### config.mk
export PLATFORM = sky130hd
export DESIGN_NAME = dmem_port_arbiter
export DESIGN_NICKNAME = d
export VERILOG_FILES = /design/src/rtl/dmem_arb_pkg.sv /design/src/rtl/dmem_arb_stats.sv /design/src/rtl/dmem_port_arbiter.sv
export SDC_FILE = /design/constraint.sdc
export NUM_CORES = 1
export LEC_CHECK = 0
export ABC_AREA = 0
export BUFFER_PORTS_ARGS = -buffer_cell sky130_fd_sc_hd__buf_2
export CORE_AREA = 2 2 162 164
export DETAILED_ROUTE_END_ITERATION = 7
export DIE_AREA = 0 0 164 166
export SYNTH_ARGS = -nofsm -noshare
export SYNTH_HDL_FRONTEND = slang
export SYNTH_SLANG_ARGS = --single-unit
### constraint.sdc
create_clock -name Clock -period 2.2 [get_ports Clock]
set_input_delay 0.33 -clock Clock [delete_from_list [all_inputs] [get_ports Clock]]
set_output_delay 0.33 -clock Clock [all_outputs]
set_load 0.02 [all_outputs]
### src/rtl/dmem_arb_pkg.sv
// Shared types and constants for the data-memory port arbiter.
// Optional statistics counters are enabled with DMEM_ARB_STATS_EN.
package dmem_arb_pkg;

  typedef enum logic {
    ARB    = 1'b0,
    LOCKED = 1'b1
  } arb_state_e;

  localparam logic P0 = 1'b0;
  localparam logic P1 = 1'b1;

  localparam int STAT_W = 16;

  // Counter increment that sticks at all-ones instead of wrapping.
  function automatic logic [STAT_W-1:0] sat_inc(input logic [STAT_W-1:0] v,
                                                input logic              en);
    return (en && (v != {STAT_W{1'b1}})) ? v + 1'b1 : v;
  endfunction

endpackage

### src/rtl/dmem_arb_stats.sv
// Saturating event counters for the arbiter: port 0 grants, port 1 grants
// and contended cycles. Only instantiated when DMEM_ARB_STATS_EN is defined.
module dmem_arb_stats
  import dmem_arb_pkg::*;
(
  input  logic              Clock,
  input  logic              Reset,
  input  logic              gnt0_i,
  input  logic              gnt1_i,
  input  logic              conflict_i,
  output logic [STAT_W-1:0] stat_gnt0_o,
  output logic [STAT_W-1:0] stat_gnt1_o,
  output logic [STAT_W-1:0] stat_conflict_o
);

  logic [2:0] inc;

  assign inc = {conflict_i, gnt1_i, gnt0_i};

  for (genvar gi = 0; gi < 3; gi++) begin : g_cnt
    logic [STAT_W-1:0] cnt_q;

    always_ff @(posedge Clock) begin
      if (Reset) begin
        cnt_q <= '0;
      end else begin
        cnt_q <= sat_inc(cnt_q, inc[gi]);
      end
    end
  end

  assign stat_gnt0_o     = g_cnt[0].cnt_q;
  assign stat_gnt1_o     = g_cnt[1].cnt_q;
  assign stat_conflict_o = g_cnt[2].cnt_q;

endmodule

### src/rtl/dmem_port_arbiter.sv
// Two-master round-robin arbiter for the single dmem port, with bounded burst
// lock. Define DMEM_ARB_STATS_EN to add the stat_* counter outputs.
module dmem_port_arbiter
  import dmem_arb_pkg::*;
#(
  parameter int ADDR_W    = 8,
  parameter int DATA_W    = 64,
  parameter int MAX_BURST = 4
) (
  input  logic              Clock,
  input  logic              Reset,

  input  logic              p0_req,
  input  logic              p0_wr,
  input  logic              p0_lock,
  input  logic [0:ADDR_W-1] p0_addr,
  input  logic [0:DATA_W-1] p0_wdata,
  output logic              p0_gnt,
  output logic              p0_rvalid,
  output logic [0:DATA_W-1] p0_rdata,

  input  logic              p1_req,
  input  logic              p1_wr,
  input  logic              p1_lock,
  input  logic [0:ADDR_W-1] p1_addr,
  input  logic [0:DATA_W-1] p1_wdata,
  output logic              p1_gnt,
  output logic              p1_rvalid,
  output logic [0:DATA_W-1] p1_rdata,

  output logic              DmemEn,
  output logic              DmemWrEn,
  output logic [0:ADDR_W-1] Mem_Addr,
  output logic [0:DATA_W-1] Data_Out,
  input  logic [0:DATA_W-1] Data_In
`ifdef DMEM_ARB_STATS_EN
  ,
  output logic [STAT_W-1:0] stat_gnt0,
  output logic [STAT_W-1:0] stat_gnt1,
  output logic [STAT_W-1:0] stat_conflict
`endif
);

  localparam logic [3:0] MAX_BURST_C = 4'(MAX_BURST);

  arb_state_e state_q, state_d;
  logic       owner_q, owner_d;
  logic       last_q, last_d;
  logic [3:0] burst_q, burst_d;
  logic [1:0] rvalid_q;

  logic [1:0]        req, wr, lock, gnt;
  logic [0:ADDR_W-1] addr_v  [2];
  logic [0:DATA_W-1] wdata_v [2];
  logic              sel;
  logic              hold;
  logic [3:0]        burst_inc;

  assign req        = {p1_req, p0_req};
  assign wr         = {p1_wr, p0_wr};
  assign lock       = {p1_lock, p0_lock};
  assign addr_v[0]  = p0_addr;
  assign addr_v[1]  = p1_addr;
  assign wdata_v[0] = p0_wdata;
  assign wdata_v[1] = p1_wdata;

  // Grant selection and next-state. A locked owner that stops requesting
  // releases the lock in the same cycle, so ordinary arbitration applies.
  always_comb begin
    state_d   = state_q;
    owner_d   = owner_q;
    last_d    = last_q;
    burst_d   = burst_q;
    gnt       = 2'b00;
    sel       = P0;
    hold      = (state_q == LOCKED) && req[owner_q];
    burst_inc = burst_q + 4'd1;

    if (Reset) begin
      gnt = 2'b00;
    end else if (hold) begin
      sel      = owner_q;
      gnt[sel] = 1'b1;
      burst_d  = burst_inc;
      if (!lock[sel] || (burst_inc >= MAX_BURST_C)) begin
        state_d = ARB;
        burst_d = 4'd0;
      end
    end else begin
      state_d = ARB;
      burst_d = 4'd0;
      if (req[0] && req[1]) begin
        sel = ~last_q;
      end else begin
        sel = req[1] ? P1 : P0;
      end
      if (req[0] || req[1]) begin
        gnt[sel] = 1'b1;
        if (lock[sel] && (MAX_BURST > 1)) begin
          state_d = LOCKED;
          owner_d = sel;
          burst_d = 4'd1;
        end
      end
    end

    if (gnt != 2'b00) begin
      last_d = sel;
    end
  end

  always_ff @(posedge Clock) begin
    if (Reset) begin
      state_q  <= ARB;
      owner_q  <= P0;
      last_q   <= P1;
      burst_q  <= 4'd0;
      rvalid_q <= 2'b00;
    end else begin
      state_q  <= state_d;
      owner_q  <= owner_d;
      last_q   <= last_d;
      burst_q  <= burst_d;
      rvalid_q <= gnt & ~wr;
    end
  end

  assign p0_gnt = gnt[0];
  assign p1_gnt = gnt[1];

  assign DmemEn   = gnt[0] | gnt[1];
  assign DmemWrEn = DmemEn & wr[sel];
  assign Mem_Addr = DmemEn ? addr_v[sel]  : '0;
  assign Data_Out = DmemEn ? wdata_v[sel] : '0;

  // Masking with Reset suppresses a return whose grant preceded a reset.
  assign p0_rvalid = rvalid_q[0] & ~Reset;
  assign p1_rvalid = rvalid_q[1] & ~Reset;
  assign p0_rdata  = Data_In;
  assign p1_rdata  = Data_In;

`ifdef DMEM_ARB_STATS_EN
  dmem_arb_stats u_stats (
    .Clock           (Clock),
    .Reset           (Reset),
    .gnt0_i          (gnt[0]),
    .gnt1_i          (gnt[1]),
    .conflict_i      (req[0] & req[1] & ~Reset),
    .stat_gnt0_o     (stat_gnt0),
    .stat_gnt1_o     (stat_gnt1),
    .stat_conflict_o (stat_conflict)
  );
`endif

endmodule

==> results of run 1 <==
## metrics by stage
step                setup slack (ns)   TNS [ns]  utilization (%)  hold WS, ns
CTS                          0.05692          0            10.83       0.2757
global route               -0.009695  -0.009695            10.86       0.2817
finish                       0.09948          0            10.86       0.2806
floorplan                     0.5619          0                -       0.3991
detailed placement            0.2550          0            10.52       0.4871
global placement              0.2714          0            10.52       0.4750
## critical path: stages (launching register included)
cell and delay [ns]:
dfxtp_1 0.40, nand2_1 0.10, o211ai_1 0.10, and3b_2 0.25, buf_12 0.22, a22o_1 0.23
buf_2 0.18
## state kept, by name, indices dropped and copies added, names as in the netlist
register	flops
burst_q	4
last_q	1
state_q	1
rvalid_q	2
owner_q	1
## area by class of cell
type / count / area [um2]
fill: 2968 / 22830
timing repair buffer: 233 / 1201
clock inverter: 1 / 5.005
sequential: 9 / 180.2
inverter: 3 / 11.26
tap: 335 / 419.2
multi-input combinational: 113 / 890.9
clock buffer: 3 / 75.07
## how the worst max path moves through the flow
stage                        end                  from  cells after the start  slack [ns]
floorplan           Data_Out[22]  state_q$_SDFFE_PP0P_                      6        0.56
global route        Data_Out[33]  state_q$_SDFFE_PP0P_                      6       -0.01
detailed placement   Data_Out[7]                 Reset                      6        0.26
CTS                  Data_Out[7]  state_q$_SDFFE_PP0P_                      6        0.06
finish              Data_Out[44]  state_q$_SDFFE_PP0P_                      6         0.1
global placement    Data_Out[33]                 Reset                      6        0.27
## power by group
group | total (mW) | switching [mW] | internal, mW
clock network | 0.318 | 0.0785 | 0.239
registers | 0.182 | 0.00817 | 0.173
logic | 0.567 | 0.309 | 0.258
total | 1.07 | 0.395 | 0.671
## placed cells by master (no fill, tap or decap), drive strengths merged, types with 2 or more instances in the layout
cell,count
nand2b,2
nand2,4
nor2b,6
a22o,73
nor2,4
nand3,3
o21ai,6
clkbuf,3
inv,3
a21oi,2
dfxtp,9
conb,2
buf,233
## layer usage
layer	global-route usage (%)	part of all wire, %
met1	5.504	36
met2	9.353	45
met3	3.771	17
met4	0.6484	1.0
met5	2.182	0.53
## synthesized netlist by cell type
cell	count	area, um2
nor2_1	4	15.01
a21o_1	1	7.510
nand3_1	3	15.01
xor2_1	1	8.760
buf_6	6	67.56
o21ai_1	1	5.000
ha_1	1	12.51
a21boi_0	1	7.510
nand2_1	4	15.01
a21oi_1	1	5.000
a22o_1	73	639.4
nor2b_1	6	37.54
nand2b_1	2	12.51
conb_1	1	3.750
a22oi_1	1	7.510
dfxtp_1	9	180.2
a21oi_2	1	8.760
o211ai_1	1	7.510
buf_4	128	960.9
clkbuf_1	2	7.510
and3b_1	1	8.760
buf_2	10	50.05
xnor2_1	1	8.760
or2_2	1	6.260
inv_1	3	11.26
o22ai_1	1	6.260
nand4_1	1	6.260
o21ai_0	5	25.02
## cells by family after synthesis
kind of cell / after synthesis / synth area share, %
xor+xnor: 2 / 0.8160
flops: 9 / 8.391
fa+ha+maj: 1 / 0.5827
buf+inv: 149 / 51.11
simple gates: 22 / 5.420
compound gates: 86 / 33.51
other cells: 1 / 0.1747
## timing repair
| action | CTS | global route |
|---|---|---|
| gates resized for setup | 0 | 1 |
| setup endpoints to repair | 0 | 2 |
| hold buffers | 0 | 0 |
| setup buffers | 0 | 0 |
==> flow_summary.json, run 1 <==
{
  "outcome": "completed",
  "synth_area_um2": 2147,
  "syn_to_final_growth_pct": 29.60,
  "wl_per_cell_um": 12.20,
  "min_from": "p1_wr",
  "synth.distinct_cells": 28,
  "vias": 2257,
  "io_buffers": 229,
  "placeableCoreArea_um2": 25620,
  "antenna_found_initial": 0,
  "rows": 59,
  "grt_max_degree": 53,
  "period_minus_slack_ns": 2.101,
  "drive_gt1_share_pct": 66.57,
  "yosysWarnings": 0,
  "ant_nets": 0,
  "clkSinkCount": 9,
  "p_total_mw": 1.066,
  "r2r_start": "state_q$_SDFFE_PP0P_",
  "first_iter_violations": 97,
  "final_cell_area_um2": 2783,
  "cp-start-kind": "flip-flop",
  "place_area_um2": 2694,
  "rrSetupSlack_ns": 0.82,
  "crit_path_end_kind": "output pin",
  "dp.cells": 693,
  "p_per_area_nw_per_um2": 383.2,
  "cts_buffer_depth": 2,
  "drc_errors": 0,
  "syn_inst": 270,
  "min_to": "rvalid_q[1]$_SDFF_PP0_",
  "grt_pass1_vias": 2011,
  "skew_ns": 0.001977,
  "clkTransAtPathRegs_ns": 0.04,
  "worstReg2RegEnd": "rvalid_q[1]$_SDFF_PP0_",
  "die_h_um": 166,
  "timing.final.crit_share_pct": 95.48,
  "grt_first_pass_wirelength_um": 11300,
  "leakagePower_nw": 1.497,
  "gr-total-overflow": 0,
  "gp_congestion": 0.7184,
  "irDropWorstVdd_mv": 0.1979,
  "ioPinCount": 422,
  "postSynthRegisterBits": 9,
  "max_cap_viol_count": 0,
  "die_w_um": 164,
  "hpwl_um": 7433,
  "whs_path_depth": 2,
  "reg2regPathDepth": 5,
  "path_max_fanout": 52,
  "timing.fmax_mhz": 476.1,
  "cts_inserted_buffers": 3,
  "hold_viol_final": 0,
  "required_ns": 1.87,
  "cts_tree": "built",
  "vias_per_cell": 3.238,
  "finalNonFillerCells": 697,
  "diodes": 0,
  "yosysSeqAreaShare_pct": 8.392,
  "initial_core_util_pct": 8.382,
  "grt_usage_pct": 5.482,
  "worstPathArrival_ns": 1.77,
  "grt_setup_unrepaired": "true",
  "clockRootBuffer": "clkbuf_16",
  "setup_viol": 0,
  "dieArea_um2": 27220,
  "drv_slew": 0,
  "crit_type": "flip-flop to output pin",
  "cts_htree_levels": 1,
  "wl_um": 8505,
  "syn-mean-instance-area_um2": 7.952,
  "firstDrtPassIters": 4,
  "clock_latency_ns": 0.23,
  "nets": 580,
  "hold_path.class": "input pin to flip-flop"
}
Note: power is estimated with default switching activity, not from simulation.
==> run 2, diff against run 1 <==
--- a/config.mk
+++ b/config.mk
@@ -10,6 +10,7 @@
 export CORE_AREA = 2 2 162 164
 export DETAILED_ROUTE_END_ITERATION = 7
 export DIE_AREA = 0 0 164 166
+export REMOVE_ABC_BUFFERS = 1
 export SYNTH_ARGS = -nofsm -noshare
 export SYNTH_HDL_FRONTEND = slang
 export SYNTH_SLANG_ARGS = --single-unit
==> flow_summary.json, run 2 (synthesis gave the netlist of run 1 again) <==
{
  "vias": 2668,
  "firstDrtPassIters": 5,
  "rows": 59,
  "tns_ns": 0,
  "reg_top3": "burst_q (4), rvalid_q (2)",
  "rrSetupSlack_ns": 0.76,
  "gp_congestion": 0.8894,
  "period_minus_slack_ns": 2.110,
  "clkTransAtPathRegs_ns": 0.04,
  "finalNonFillerCells": 720,
  "top_register": "burst_q",
  "crit_path_end_kind": "output pin",
  "p_comb_share_pct": 54.5,
  "cts_inserted_buffers": 3,
  "p_sw_mw": 0.4148,
  "largest_reg_flops": 4,
  "drv_slew": 0,
  "path_max_fanout": 21,
  "grt_usage_pct": 20.39,
  "placeableCoreArea_um2": 25620,
  "cts_tree": "built",
  "p_seq_share_pct": 16.6,
  "clkSinkCount": 9,
  "hold_path.class": "input pin to flip-flop",
  "p_total_mw": 1.099,
  "hold_viol_final": 0,
  "grt_first_pass_wirelength_um": 33300,
  "wl_per_cell_um": 41.48,
  "clock_latency_ns": 0.23,
  "p_sw_share_pct": 37.75,
  "initial_core_util_pct": 8.382,
  "die_w_um": 164,
  "cts_hold_buf": 0,
  "first_iter_violations": 136,
  "antenna_found_initial": 42,
  "place_area_um2": 2696,
  "syn_to_final_growth_pct": 34.50,
  "final_common_cell": "buf_2",
  "die_h_um": 166,
  "whs_ns": 0.2675,
  "fillers": 2979,
  "p_clk_share_pct": 28.8,
  "reg2regPathDepth": 6,
  "wl_um": 29860,
  "final_util_pct": 11.27,
  "cts_htree_levels": 1,
  "max_cap_viol_count": 0,
  "gr-total-overflow": 0,
  "final_cell_area_um2": 2888,
  "leakagePower_nw": 1.516,
  "crit_type": "flip-flop to output pin",
  "drc_errors": 0,
  "fin_ws_ns": 0.09000,
  "ioPinCount": 422,
  "skew_ns": 0.004904,
  "outcome": "completed",
  "dp.cells": 693,
  "grt_max_degree": 43,
  "required_ns": 1.87,
  "cp-start-kind": "flip-flop",
  "irDropWorstVdd_mv": 0.2917,
  "p_int_mw": 0.6840,
  "whs_path_depth": 2,
  "vias_per_cell": 3.706,
  "io_buffers": 229,
  "worstPathArrival_ns": 1.78,
  "nets": 582,
  "clockRootBuffer": "clkbuf_16",
  "dieArea_um2": 27220,
  "ant_nets": 0,
  "final_cell_mix": "buf_2 (229), a22o_1 (67), dfxtp_1 (8), nor2b_1 (6), o21ai_0 (5)",
  "grt_pass1_vias": 2307,
  "multiInputGateArea_um2": 907.1,
  "cts_buffer_depth": 2,
  "drive_gt1_share_pct": 68.13,
  "timing.final.crit_share_pct": 95.91,
  "ff_latch_area_um2": 181.4,
  "hpwl_um": 27700,
  "p_per_area_nw_per_um2": 380.5,
  "timing.fmax_mhz": 473.9,
  "pre_cts_ws_ns": 0.1913,
  "setup_viol": 0
}
[run 2: metal layers]
| metal | global-route usage, % | up-vias | part of all wire (%) |
|---|---|---|---|
| li1 | - | 1050 | - |
| met1 | 12.37 | 1054 | 24 |
| met2 | 31.88 | 460 | 44 |
| met3 | 31.47 | 58 | 29 |
| met4 | 2.441 | 46 | 1.3 |
| met5 | 7.455 | - | 1.6 |
[run 2: area by class of cell]
class,count,share of cell area (%)
inverters,3,0.3899
well taps,335,14.51
flip-flops and latches,9,6.282
repair buffers,235,42.85
clock buffers,4,2.730
multi-input cells,113,31.41
diodes,21,1.820
[run 2: repair_timing]
item | 4_1_cts | 5_1_grt
gates cloned | 0 | 1
setup endpoints to repair | 5 | 38
setup buffers | 0 | 1
pin swaps | 0 | 1
resized for setup | 5 | 3
[run 2: worst paths after layout]
check / start / endpoint
worst max-delay path: owner_q$_SDFFE_PP0P_ / Data_Out[39]
worst min-delay path: p0_wr / rvalid_q[0]$_SDFF_PP0_
worst max register to register: owner_q$_SDFFE_PP0P_ / rvalid_q[1]$_SDFF_PP0_
worst min register to register: burst_q[0]$_SDFF_PP0_ / burst_q[0]$_SDFF_PP0_
[run 2: worst max-delay path, stage by stage (launching register included)]
cell	delay, ns
dfxtp_1	0.41
nand2_1	0.09
o211ai_1	0.11
and3b_4	0.28
buf_4	0.15
clkbuf_16	0.19
a22o_1	0.14
buf_2	0.17
[run 2: power groups by stage]
stage / Combinational (mW) / Clock [mW] / Sequential (mW)
after floorplan: 0.290 / 0 / 0.182
after detailed placement: 0.588 / 0 / 0.185
final: 0.599 / 0.317 / 0.183
after global routing: 0.642 / 0.331 / 0.184
after global placement: 0.582 / 0 / 0.184
after CTS: 0.593 / 0.321 / 0.183
==> run 3, diff against run 2 <==
--- a/config.mk
+++ b/config.mk
@@ -7,9 +7,12 @@
 export LEC_CHECK = 0
 export ABC_AREA = 0
 export BUFFER_PORTS_ARGS = -buffer_cell sky130_fd_sc_hd__buf_2
-export CORE_AREA = 2 2 162 164
+export CELL_PAD_IN_SITES_DETAIL_PLACEMENT = 0
+export CELL_PAD_IN_SITES_GLOBAL_PLACEMENT = 1
+export CORE_AREA = 2 2 164 166
 export DETAILED_ROUTE_END_ITERATION = 7
-export DIE_AREA = 0 0 164 166
+export DIE_AREA = 0 0 166 168
+export PLACE_DENSITY_LB_ADDON = 0.1
 export REMOVE_ABC_BUFFERS = 1
 export SYNTH_ARGS = -nofsm -noshare
 export SYNTH_HDL_FRONTEND = slang
==> flow_summary.json, run 3 (synthesis gave the netlist of run 1 again) <==
{
  "antenna_found_initial": 12,
  "drc_errors": 0,
  "crit_path_end_kind": "output pin",
  "final_cell_area_um2": 2889,
  "finalNonFillerCells": 711,
  "worstPathArrival_ns": 1.79,
  "crit_type": "flip-flop to output pin",
  "final_util_pct": 10.96,
  "vias": 2603,
  "top_register": "burst_q",
  "grt_first_pass_wirelength_um": 26470,
  "final_cell_mix": "buf_2 (228), a22o_1 (73), nor2b_1 (6), dfxtp_1 (6)",
  "drv_slew": 0,
  "hold_path.class": "input pin to flip-flop",
  "required_ns": 1.87,
  "hpwl_um": 18720,
  "cp-start-kind": "flip-flop",
  "dp.cells": 699,
  "whs_path_depth": 2,
  "path_max_fanout": 10,
  "first_iter_violations": 136,
  "placeableCoreArea_um2": 26350,
  "critical_path_depth": 7,
  "leakagePower_nw": 1.525,
  "rows": 60,
  "clock_latency_ns": 0.23,
  "clkTransAtPathRegs_ns": 0.04,
  "io_buffers": 229,
  "final_common_cell": "buf_2",
  "largest_reg_flops": 4,
  "clkSinkCount": 9,
  "skew_ns": 0.002181,
  "grt_setup_unrepaired": "false",
  "wl_um": 21470,
  "cts_buffer_depth": 2,
  "reg2regPathDepth": 5,
  "setup_viol": 0,
  "cts_htree_levels": 1,
  "grt_max_degree": 46,
  "gp_congestion": 0.8416,
  "vias_per_cell": 3.661,
  "pre_cts_ws_ns": 0.2924,
  "wl_per_cell_um": 30.20,
  "ant_nets": 0,
  "syn_to_final_growth_pct": 34.56,
  "cts_tree": "built",
  "fin_ws_ns": 0.08114,
  "clockRootBuffer": "clkbuf_16",
  "die_h_um": 168,
  "hold_viol_final": 0,
  "place_area_um2": 2726,
  "grt_pass1_vias": 2520,
  "cts_inserted_buffers": 3,
  "crit_family": "simple AND/OR/NAND/NOR gates",
  "nets": 583,
  "timing.final.crit_share_pct": 96.31,
  "dieArea_um2": 27890,
  "die_w_um": 166,
  "period_minus_slack_ns": 2.119,
  "timing.fmax_mhz": 472.0,
  "outcome": "completed",
  "max_cap_viol_count": 0,
  "max_stage_delay_ns": 0.36,
  "whs_ns": 0.2874,
  "ff_latch_area_um2": 186.4,
  "p_per_area_nw_per_um2": 386.9,
  "path_cells": "nand2_2 > o211ai_1 > and3b_2 > buf_12 > clkbuf_16 > or2_2 > buf_6",
  "initial_core_util_pct": 8.148,
  "irDropWorstVdd_mv": 0.3941,
  "critPathSlowestCell": "dfxtp_4",
  "drive_gt1_share_pct": 67.40,
  "reg_top3": "burst_q (4), rvalid_q (2)",
  "multiInputGateArea_um2": 884.6,
  "grt_usage_pct": 14.15,
  "firstDrtPassIters": 4,
  "fillers": 3088,
  "ioPinCount": 422,
  "path_buf_inv": 3,
  "gr-total-overflow": 0
}
==> run 3: cell count changes in the layout (fill, tap and decap cells not counted), sizes merged <==
cell,change
diode,-16
buf,+1
==> run 3: path summary, 6_finish.rpt <==
kind | start | end | slack (ns)
hold / removal | p0_wr | rvalid_q[0]$_SDFF_PP0_ | 0.29
hold reg to reg | burst_q[0]$_SDFF_PP0_ | burst_q[0]$_SDFF_PP0_ | 0.50
setup reg to reg | last_q$_SDFFE_PP1P_ | rvalid_q[1]$_SDFF_PP0_ | 0.80
setup / recovery | state_q$_SDFFE_PP0P_ | DmemEn | 0.08
==> run 3: area by class of cell <==
type	instances	area share, %
inverter	3	0.3898
antenna	5	0.4331
clock buffer	4	2.728
timing repair buffer	236	44.61
sequential	9	6.453
tap	341	14.77
multi-input combinational	113	30.62
==> run 3: through the flow <==
| stage | total power [mW] | TNS (ns) |
|---|---|---|
| 2_1_floorplan | 0.4720 | -57.66 |
| 3_3_place_gp | 0.7944 | 0 |
| 3_5_place_dp | 0.7831 | 0 |
| 4_1_cts | 1.113 | 0 |
| 5_1_grt | 1.186 | 0 |
| 6_report | 1.118 | 0 |
==> run 3: worst reg2reg max path: stages, from the launching register on <==
cell and delay, ns:
dfxtp_2 0.34, o211ai_1 0.21, and3b_2 0.32, buf_12 0.14
buf_6 0.17, nor2b_1 0.15
==> run 3: power breakdown <==
part	total (mW)	internal, mW	switching [mW]	leakage (nW)
logic	0.610	0.275	0.335	1.41
registers	0.185	0.174	0.0105	0.0752
clock network	0.323	0.242	0.0807	0.0382
==> run 3: what timing repair did <==
action	4_1_cts	5_1_grt
setup endpoints to repair	0	6
resized for setup	0	7
hold buffers	0	0
buffers inserted	0	1
==> run 3: metal layers <==
layer  GRT usage (%)  routed length [um]  up-vias
met5           8.696                 298        -
met4          0.7561                 101       12
met3           19.89                6155       22
met2           17.41                7652      406
met1           13.60                7266     1135
li1                -                   -     1028
